==> src/rtl/adc_seq_ctrl_if.sv <==
// Sample stream interface between the ADC sequencer and the downstream
// sample buffer.
//   data        captured conversion word, MSB first from the ADC
//   data_valid  word available, held until accepted
//   data_ready  consumer accepts the word on this cycle
// master: sequencer side, slave: sample buffer side.
interface adc_seq_ctrl_if #(
  parameter int unsigned SAMPLE_BITS = 8
) ();
  logic [SAMPLE_BITS-1:0] data;
  logic                   data_valid;
  logic                   data_ready;

  modport master (
    output data,
    output data_valid,
    input  data_ready
  );

  modport slave (
    input  data,
    input  data_valid,
    output data_ready
  );
endinterface

==> src/rtl/adc_seq_ctrl.sv <==
// Sequencer for a serial, sleep-gated ADC front end.
// Drives the ADC reset/sleep controls, deserialises the 1-bit ADC stream into
// SAMPLE_BITS-wide words (MSB first) and offers them on a valid/ready stream.
// Supports single-shot and continuous conversion with a programmable sleep gap.
// Ports:
//   clk, rst_n    system clock (also the ADC clock), async active-low reset
//   start         start request, only looked at in IDLE
//   cont          continuous mode, sampled at each word completion
//   period        sleep cycles between words in continuous mode
//   adc_dout      ADC serial data
//   adc_rst       ADC reset (active high, registered)
//   adc_slp       ADC sleep / clock gate (1 = gated, registered)
//   overrun       sticky: an unaccepted word was overwritten
//   clr_overrun   clears overrun (a same-cycle set wins)
//   busy          controller is not idle
//   smp           sample stream (data / data_valid / data_ready)
module adc_seq_ctrl #(
  parameter int unsigned SAMPLE_BITS = 8,
  parameter int unsigned RST_CYCLES  = 2,
  parameter int unsigned PERIOD_W    = 16
) (
  input  logic                clk,
  input  logic                rst_n,
  input  logic                start,
  input  logic                cont,
  input  logic [PERIOD_W-1:0] period,
  input  logic                adc_dout,
  output logic                adc_rst,
  output logic                adc_slp,
  output logic                overrun,
  input  logic                clr_overrun,
  output logic                busy,
  adc_seq_ctrl_if.master      smp
);

  // One counter serves the reset hold, the bit count and the sleep gap.
  localparam int unsigned CntW = (PERIOD_W > 16) ? PERIOD_W : 16;

  typedef enum logic [1:0] {StIdle, StRst, StShift, StSleep} state_e;

  state_e                 state_q, state_d;
  logic [CntW-1:0]        cnt_q, cnt_d;
  logic [SAMPLE_BITS-1:0] shreg_q, shreg_d;
  logic [SAMPLE_BITS-1:0] data_q, data_d;
  logic                   valid_q, valid_d;
  logic                   overrun_q, overrun_d;
  logic                   adc_rst_q, adc_rst_d;
  logic                   adc_slp_q, adc_slp_d;
  logic [SAMPLE_BITS-1:0] shift_word;
  logic                   word_done;

  // Sample the pre-edge dout, i.e. the bit the ADC presents before it rotates.
  assign shift_word = {shreg_q[SAMPLE_BITS-2:0], adc_dout};

  always_comb begin
    state_d   = state_q;
    cnt_d     = cnt_q;
    shreg_d   = shreg_q;
    data_d    = data_q;
    valid_d   = valid_q;
    overrun_d = overrun_q;
    adc_rst_d = adc_rst_q;
    adc_slp_d = adc_slp_q;
    word_done = 1'b0;

    if (valid_q && smp.data_ready) begin
      valid_d = 1'b0;
    end

    unique case (state_q)
      StIdle: begin
        adc_rst_d = 1'b0;
        adc_slp_d = 1'b1;
        if (start) begin
          state_d   = StRst;
          adc_rst_d = 1'b1;
          cnt_d     = '0;
        end
      end
      StRst: begin
        if (cnt_q == CntW'(RST_CYCLES - 1)) begin
          state_d   = StShift;
          adc_rst_d = 1'b0;
          adc_slp_d = 1'b0;
          cnt_d     = '0;
        end else begin
          cnt_d = cnt_q + CntW'(1);
        end
      end
      StShift: begin
        shreg_d = shift_word;
        cnt_d   = cnt_q + CntW'(1);
        if (cnt_q == CntW'(SAMPLE_BITS - 1)) begin
          word_done = 1'b1;
          cnt_d     = '0;
          if (cont && (period == '0)) begin
            // Gap-free stream: ADC clock keeps running into the next word.
            state_d = StShift;
          end else if (cont) begin
            adc_slp_d = 1'b1;
            cnt_d     = CntW'(period);
            state_d   = StSleep;
          end else begin
            adc_slp_d = 1'b1;
            state_d   = StIdle;
          end
        end
      end
      StSleep: begin
        if (cnt_q == CntW'(1)) begin
          adc_slp_d = 1'b0;
          cnt_d     = '0;
          state_d   = StShift;
        end else begin
          cnt_d = cnt_q - CntW'(1);
        end
      end
      default: begin
        state_d = StIdle;
      end
    endcase

    if (clr_overrun) begin
      overrun_d = 1'b0;
    end
    if (word_done) begin
      data_d  = shift_word;
      valid_d = 1'b1;
      // Completion on an acceptance cycle is a clean hand-over, not an overrun.
      if (valid_q && !smp.data_ready) begin
        overrun_d = 1'b1;
      end
    end
  end

  always_ff @(posedge clk or negedge rst_n) begin
    if (!rst_n) begin
      state_q   <= StIdle;
      cnt_q     <= '0;
      shreg_q   <= '0;
      data_q    <= '0;
      valid_q   <= 1'b0;
      overrun_q <= 1'b0;
      adc_rst_q <= 1'b1;
      adc_slp_q <= 1'b1;
    end else begin
      state_q   <= state_d;
      cnt_q     <= cnt_d;
      shreg_q   <= shreg_d;
      data_q    <= data_d;
      valid_q   <= valid_d;
      overrun_q <= overrun_d;
      adc_rst_q <= adc_rst_d;
      adc_slp_q <= adc_slp_d;
    end
  end

  assign adc_rst        = adc_rst_q;
  assign adc_slp        = adc_slp_q;
  assign overrun        = overrun_q;
  assign busy           = (state_q != StIdle);
  assign smp.data       = data_q;
  assign smp.data_valid = valid_q;

endmodule

==> src/flat_wrapper.sv <==
// flat-port wrapper written by rule: the top's interface ports become plain ports
module adc_seq_ctrl_flat 
#(
  parameter int unsigned SAMPLE_BITS = 8,
  parameter int unsigned RST_CYCLES  = 2,
  parameter int unsigned PERIOD_W    = 16
)
  (clk, rst_n, start, cont, period, adc_dout, adc_rst, adc_slp, overrun, clr_overrun, busy, smp_data, smp_data_valid, smp_data_ready);
  adc_seq_ctrl_if #(.SAMPLE_BITS(SAMPLE_BITS)) smp_i ();
  input  logic clk;
  input  logic rst_n;
  input  logic start;
  input  logic cont;
  input  logic [PERIOD_W-1:0] period;
  input  logic adc_dout;
  output logic adc_rst;
  output logic adc_slp;
  output logic overrun;
  input  logic clr_overrun;
  output logic busy;
  output wire logic [$bits(smp_i.data)-1:0] smp_data;
  output wire logic [$bits(smp_i.data_valid)-1:0] smp_data_valid;
  input wire logic [$bits(smp_i.data_ready)-1:0] smp_data_ready;
  assign smp_data = smp_i.data;
  assign smp_data_valid = smp_i.data_valid;
  assign smp_i.data_ready = smp_data_ready;
  adc_seq_ctrl #(.SAMPLE_BITS(SAMPLE_BITS), .RST_CYCLES(RST_CYCLES), .PERIOD_W(PERIOD_W)) u_core (.clk(clk), .rst_n(rst_n), .start(start), .cont(cont), .period(period), .adc_dout(adc_dout), .adc_rst(adc_rst), .adc_slp(adc_slp), .overrun(overrun), .clr_overrun(clr_overrun), .busy(busy), .smp(smp_i));
endmodule
==> config.mk <==
export PLATFORM = sky130hd
export DESIGN_NAME = adc_seq_ctrl_flat
export DESIGN_NICKNAME = d
export VERILOG_FILES = /design/src/rtl/adc_seq_ctrl_if.sv /design/src/rtl/adc_seq_ctrl.sv /design/src/flat_wrapper.sv
export SDC_FILE = /design/constraint.sdc
export NUM_CORES = 1
export LEC_CHECK = 0
export CAP_MARGIN = 5
export CORE_UTILIZATION = 61
export CTS_BUF_LIST = sky130_fd_sc_hd__clkbuf_8
export DETAILED_ROUTE_END_ITERATION = 12
export PLACE_DENSITY = 0.95
export SLEW_MARGIN = 10
export SYNTH_ARGS = -nofsm -noshare
export SYNTH_HDL_FRONTEND = slang
export SYNTH_SLANG_ARGS = --single-unit
==> constraint.sdc <==
create_clock -name clk -period 3.8 [get_ports clk]
set_input_delay 0.76 -clock clk [delete_from_list [all_inputs] [get_ports clk]]
set_output_delay 0.76 -clock clk [all_outputs]
set_load 0.02 [all_outputs]
==> impl_metrics.yaml, run 1 <==
status:
  result_of_the_run: "finished, final reports clean"
sta:
  fmax_ghz: 0.320
  tightest_slew_ps: 1060
  setup_violations: 0
  relSlewSlack_pct: 29.1
  finalClockSkew_ps: 4.23
  totalNegativeSetupSlack_ps: 0
  count_of_endpoints_failing_hold_in_the_final_timing_report: 0
  finalHoldWorstSlack_ps: 491
  timing.final.max_slew_violations: 0
  grt_setup_unrepaired: "no"
  period_needed_ps: 3130
  period_share_pct: 82.3
clocking:
  cts.htree.levels: 2
  max-clock-path-buffers: 2
  tritoncts: "yes"
  clk_pin_slew_worst_paths_ps: 80
  clock_buffer_count_from_cts: 5
  clk-insertion-delay-late_ps: 300
  cts.repair_timing.setup_buffer_count: 0
  ctsHoldBuffers: 0
  cts.sink_count: 37
  cts-root-buf: "sky130_fd_sc_hd__clkbuf_8"
  ctsResizeCount: 0
placement:
  gpl.final_weighted_congestion: 0.928
  hpwl_um: 4550
  port_buffers: 35
  placedCellCount: 346
power:
  max_ir_drop_vdd_mv: 0.320
  p_per_area_nw_per_um2: 424
  leakage_power_nw: 1.17
routing:
  viasPerCell: 6.92
  drcViolationCount: 0
  first_pass_iters: 5
  first_iter_violations: 453
  antenna_violating_nets_post_route: 0
  routed_wirelength_um: 6740
  number_of_vias_in_the_routed_layout: 2451
  post_drt_wl_per_cell_um: 19.1
synthesis:
  synthesis.area_um2: 2460
  proportion_of_synthesized_area_in_mux_cells_pct: 3.67
  ys.flop_type: "sky130_fd_sc_hd__dfrtp_1"
  yosysTopAreaCellShare_pct: 35.7
  synth_compound_gate_area_share_pct: 20.1
  synth.ff_latch_count: 37
  simple_gate_area_share_of_the_yosys_netlist_pct: 26.7
  synth-async-reset-ratio_pct: 100
  synthesis.yosys.warnings: 0
  synthDistinctLibCells: 54
  synth_xor_area_share_pct: 4.64
  number_of_flops_mapped_to_enable_cells_by_yosys: 0
  fraction_of_the_yosys_area_taken_by_sequential_cells_pct: 37.8
  synth_top_family_by_area: "simple AND/OR/NAND/NOR gates"
  netlist_top_cells_area: "sky130_fd_sc_hd__dfrtp_1 36%, sky130_fd_sc_hd__nand2_1 6.1%, sky130_fd_sc_hd__mux2_2 3.7%"
  syn-mean-instance-area_um2: 8.68
  synthCells: 283
  net_count_synth: 309
  yosys.area_share.adder_pct: 1.53
  synth_largest_area_cell: "sky130_fd_sc_hd__dfrtp_1"
global_routing:
  overflow: 0
  pin_count_of_the_biggest_net_entering_global_routing: 38
  grt_first_pass_wirelength_um: 11000
  grt_usage_pct: 34.1
  number_of_antenna_violations_at_the_first_check_in_global_routing: 0
  first_global_vias: 2367
floorplanning:
  std_cell_rows: 22
  placeableCoreArea_um2: 3770
  initial_utilization_pct: 65.1
  floorplan.die.height_um: 65.5
  area_of_the_die_um2: 4280
  ios: 36
  die_width_um: 65.5
critical_path:
  worst_setup_path_start_kind: "register"
  crit_arrival_ps: 3370
  crit_required_ps: 4040
  worst_setup_path_end_kind: "register"
  worstReg2RegEnd: "u_core.cnt_q[9]$_DFFE_PN0N_"
  critical_path_class: "reg2reg"
  crit_fanout: 14
  r2r_cells: 5
  timing.reg2reg.setup_slack_ps: 670
  critical_r2r_launch: "u_core.cnt_q[8]$_DFFE_PN0N_"
cells_and_area:
  diodes: 0
  area_delta_synth_final_pct: 18.6
  layout-drive-gt1-share_pct: 10.1
  design.final.nets: 331
  instances_no_fill: 354
min_path:
  min_to: "u_core.shreg_q[6]$_DFFE_PN0P_"
  hold_depth: 2
  hold_path.startpoint: "u_core.shreg_q[6]$_DFFE_PN0P_"
  hold_class: "reg2reg"
run:
  cap_violations: 0
[sequential cells by signal, summed over array words and instances, names as in the netlist]
name,count
u_core.state_q,2
u_core.adc_rst,1
u_core.smp.data,8
u_core.adc_slp,1
u_core.smp.data_valid,1
u_core.shreg_q,7
u_core.cnt_q,16
u_core.overrun,1
[cell usage after synthesis, types with 6 or more instances]
master / n
sky130_fd_sc_hd__mux2_2: 8
sky130_fd_sc_hd__nand3_1: 17
sky130_fd_sc_hd__xnor2_1: 6
sky130_fd_sc_hd__nor2_1: 9
sky130_fd_sc_hd__clkbuf_1: 17
sky130_fd_sc_hd__dfrtp_1: 35
sky130_fd_sc_hd__xor2_1: 7
sky130_fd_sc_hd__or4_1: 6
sky130_fd_sc_hd__nor3_1: 8
sky130_fd_sc_hd__nand4_1: 12
sky130_fd_sc_hd__nor4_1: 8
sky130_fd_sc_hd__nand2_1: 40
sky130_fd_sc_hd__a21oi_1: 12
sky130_fd_sc_hd__inv_1: 10
sky130_fd_sc_hd__o21ai_0: 17
[power breakdown]
group | internal, mW | switching [mW]
clock | 0.264 | 0.157
sequential | 0.433 | 0.125
combinational | 0.123 | 0.133
total | 0.820 | 0.416
[final cells by class]
type	count	area, µm²
fill	251	857
inverter	10	37.5
tap	48	60.1
timing repair buffer	37	360
clock inverter	3	68.8
clock buffer	5	68.8
multi-input combinational	214	1390
sequential	37	928
[per-stage QoR]
| stage | setup WS (ps) | power [mW] | cell area, µm² | utilization, % |
|---|---|---|---|---|
| after global routing | 386 | 1.29 | 2910 | 77.3 |
| after detailed placement | 525 | 0.806 | 2780 | 73.6 |
| after floorplan | 1240 | 0.731 | 2460 | - |
| final | 673 | 1.24 | 2910 | 77.3 |
| after global placement | 671 | 0.794 | 2780 | 73.6 |
| after CTS | 807 | 1.22 | 2910 | 77.3 |
[worst max-delay path by stage]
stage / startpoint / to / slack [ps] / depth (start not counted)
after global routing: u_core.cnt_q[8]$_DFFE_PN0N_ / u_core.cnt_q[9]$_DFFE_PN0N_ / 390 / 5
after CTS: u_core.cnt_q[8]$_DFFE_PN0N_ / u_core.cnt_q[9]$_DFFE_PN0N_ / 810 / 5
after global placement: period[13] / u_core.cnt_q[8]$_DFFE_PN0N_ / 670 / 5
after detailed placement: period[13] / u_core.cnt_q[8]$_DFFE_PN0N_ / 530 / 5
final: u_core.cnt_q[8]$_DFFE_PN0N_ / u_core.cnt_q[9]$_DFFE_PN0N_ / 670 / 5
after floorplan: period[13] / u_core.cnt_q[12]$_DFFE_PN0N_ / 1240 / 4
[kinds of logic after synthesis]
group           Yosys count
compound gates           68
xor+xnor                 13
fa+ha+maj                 3
buf+inv                  32
flops                    37
mux                       8
simple gates            122
[metal layers]
metal	GRT usage, %	vias to the layer above	wire (µm)
li1	-	1104	-
met2	53.9	163	3140
met5	0	-	0
met1	43.8	1147	2690
met3	6.60	37	636
met4	18.5	0	276
[worst max-delay path, cell delays in order, from the launching register on]
cell and delay (ps):
sky130_fd_sc_hd__dfrtp_1 530, sky130_fd_sc_hd__nor4_2 560, sky130_fd_sc_hd__nand4_1 670, sky130_fd_sc_hd__nor3_1 960, sky130_fd_sc_hd__a22oi_1 210, sky130_fd_sc_hd__nand3_1 130
[cell usage in the layout (no fill, tap or decap), drive strengths merged, types with 5 or more instances in the layout]
cell,netlist,routed
a22oi,5,5
nand4,12,12
inv,10,11
a31oi,5,5
nor4,9,9
nor2,9,9
nor3,8,8
xor2,7,7
clkdlybuf4s50,0,34
nand2,40,40
nand3,17,17
o21ai,18,18
clkbuf,17,5
xnor2,6,6
mux2,8,8
dfrtp,35,35
or4,9,9
a221o,5,5
a21oi,12,12
Note: power is estimated with default switching activity, not from simulation.
==> run 2, diff against run 1 <==
CORE_UTILIZATION = 51   (was 61)
PLACE_DENSITY = 0.9   (was 0.95)
clock period = 2.6 ns   (was 3.8 ns; I/O delays follow)
==> impl_metrics.yaml, run 2 (same netlist as run 1, synthesis figures left out) <==
placement:
  detailedPlace.worstSlack_ps: -158
  gpl.final_weighted_congestion: 0.946
  port_buffers: 35
  placedCellCount: 383
  hpwl_um: 5000
clocking:
  clk-insertion-delay-late_ps: 290
  ctsResizeCount: 0
  clk_pin_slew_worst_paths_ps: 80
  cts.sink_count: 37
  clock_buffer_count_from_cts: 5
  ctsHoldBuffers: 0
  cts.repair_timing.setup_buffer_count: 0
  cts.htree.levels: 2
  tritoncts: "yes"
  cts-root-buf: "sky130_fd_sc_hd__clkbuf_8"
  max-clock-path-buffers: 2
cells_and_area:
  reg_with_most_ffs: "u_core.cnt_q"
  diodes: 0
  mostFrequentLayoutCells: "40 x sky130_fd_sc_hd__nand2_1, 35 x sky130_fd_sc_hd__buf_4, 35 x sky130_fd_sc_hd__dfrtp_1"
  area_delta_synth_final_pct: 28.0
  largest_register_ff_count: 16
  layout_commonest_cell: "sky130_fd_sc_hd__nand2_1"
  design.final.nets: 364
  layout-drive-gt1-share_pct: 18.9
  instances_no_fill: 391
status:
  failing_checks: "DRC, setup timing"
  result_of_the_run: "finished with violations"
routing:
  number_of_vias_in_the_routed_layout: 2570
  routed_wirelength_um: 7130
  first_iter_violations: 296
  first_pass_iters: 9
  viasPerCell: 6.57
  drcViolationCount: 1
  post_drt_wl_per_cell_um: 18.2
  antenna_violating_nets_post_route: 0
floorplanning:
  initial_utilization_pct: 54.5
  area_of_the_die_um2: 5100
  std_cell_rows: 24
  floorplan.die.height_um: 71.4
  placeableCoreArea_um2: 4500
  ios: 36
  die_width_um: 71.4
global_routing:
  overflow: 0
  grt_usage_pct: 29.5
  first_global_vias: 2470
  number_of_antenna_violations_at_the_first_check_in_global_routing: 0
  pin_count_of_the_biggest_net_entering_global_routing: 38
  grt_first_pass_wirelength_um: 11800
critical_path:
  critical_r2r_launch: "u_core.cnt_q[12]$_DFFE_PN0N_"
  critical_path_class: "reg2reg"
  timing.reg2reg.setup_slack_ps: -40
  worst_setup_path_end_kind: "register"
  worstReg2RegEnd: "u_core.cnt_q[9]$_DFFE_PN0N_"
  crit_fanout: 9
  worst_setup_path_start_kind: "register"
  crit_arrival_ps: 2880
  crit_required_ps: 2830
  r2r_cells: 6
power:
  clock_power_share_pct: 28.4
  power_dissipated_by_switching_net_loads_uw: 638
  leakage_power_nw: 1.31
  power.share.sequential_pct: 37.4
  max_ir_drop_vdd_mv: 0.376
  p_per_area_nw_per_um2: 580
  combinationalPowerShare_pct: 34.3
  swShare_pct: 35.0
  power_report.internal_total_mw: 1.19
sta:
  period_needed_ps: 2640
  relSlewSlack_pct: 27.5
  count_of_endpoints_failing_hold_in_the_final_timing_report: 0
  fmax_ghz: 0.379
  setup_violations: 3
  timing.final.max_slew_violations: 0
  grt_setup_unrepaired: "yes"
  period_share_pct: 102
  finalClockSkew_ps: 4.24
  tightest_slew_ps: 1080
  totalNegativeSetupSlack_ps: -99.6
  finalHoldWorstSlack_ps: 320
  final.setup.worst_slack_ps: -41.8
run:
  cap_violations: 0
min_path:
  hold_class: "in2async"
## run 2: cell count changes in the layout (fill, tap and decap cells not counted)
cell,change
sky130_fd_sc_hd__buf_4,+33
sky130_fd_sc_hd__bufinv_16,-1
sky130_fd_sc_hd__clkinv_4,+1
sky130_fd_sc_hd__clkinvlp_4,+1
sky130_fd_sc_hd__inv_6,-1
## run 2: power groups by stage
stage / combinational, mW / clock, mW / sequential (mW)
after floorplan: 0.373 / 0 / 0.696
after global placement: 0.582 / 0 / 0.687
after detailed placement: 0.608 / 0 / 0.690
after CTS: 0.608 / 0.526 / 0.680
after global routing: 0.672 / 0.541 / 0.687
final: 0.625 / 0.517 / 0.682
## run 2: metal layers
layer / track usage (%) / routed length [µm]
met2: 46.7 / 3320
met5: 0 / 0
met3: 6.47 / 645
met4: 14.9 / 235
met1: 38.3 / 2920
## run 2: how the worst max path moves through the flow
stage	to	cells past startpoint	slack, ps	start
floorplan	u_core.cnt_q[8]$_DFFE_PN0N_	6	280	u_core.cnt_q[6]$_DFFE_PN0N_
global placement	u_core.cnt_q[4]$_DFFE_PN0N_	6	-120	period[11]
detailed placement	u_core.cnt_q[2]$_DFFE_PN0N_	6	-160	period[13]
CTS	u_core.cnt_q[9]$_DFFE_PN0N_	6	50	u_core.cnt_q[12]$_DFFE_PN0N_
global route	u_core.cnt_q[14]$_DFFE_PN0N_	6	-30	u_core.cnt_q[12]$_DFFE_PN0N_
finish	u_core.cnt_q[9]$_DFFE_PN0N_	6	-40	u_core.cnt_q[12]$_DFFE_PN0N_
## run 2: area by class of cell
cell class	instances	area (µm²)
sequential	37	928
fill	332	1360
multi-input combinational	214	1390
timing repair buffer	70	608
inverter	10	37.5
clock inverter	3	46.3
tap	52	65.1
clock buffer	5	68.8
## run 2: through the flow
step | power [mW] | util, % | area (µm²)
2_1_floorplan | 1.07 | - | 2460
3_3_place_gp | 1.27 | 67.3 | 3030
3_5_place_dp | 1.30 | 67.3 | 3030
4_1_cts | 1.81 | 69.8 | 3140
5_1_grt | 1.90 | 69.8 | 3140
6_report | 1.82 | 69.8 | 3140
## run 2: worst max-delay path: stages, from the launching register on
cell and delay (ps):
sky130_fd_sc_hd__dfrtp_1 480, sky130_fd_sc_hd__nor4_1 560, sky130_fd_sc_hd__nand4_1 210, sky130_fd_sc_hd__buf_4 210, sky130_fd_sc_hd__nor3_1 800, sky130_fd_sc_hd__a22oi_1 210
sky130_fd_sc_hd__nand3_1 120
==> run 3, diff against run 2 <==
CAP_MARGIN = 10   (was 5)
HOLD_SLACK_MARGIN = 0.03   (was not set)
SKIP_CTS_REPAIR_TIMING = 1   (was not set)
==> results of run 3 <==
Final layout, timing and power as in run 2 (identical DEF).
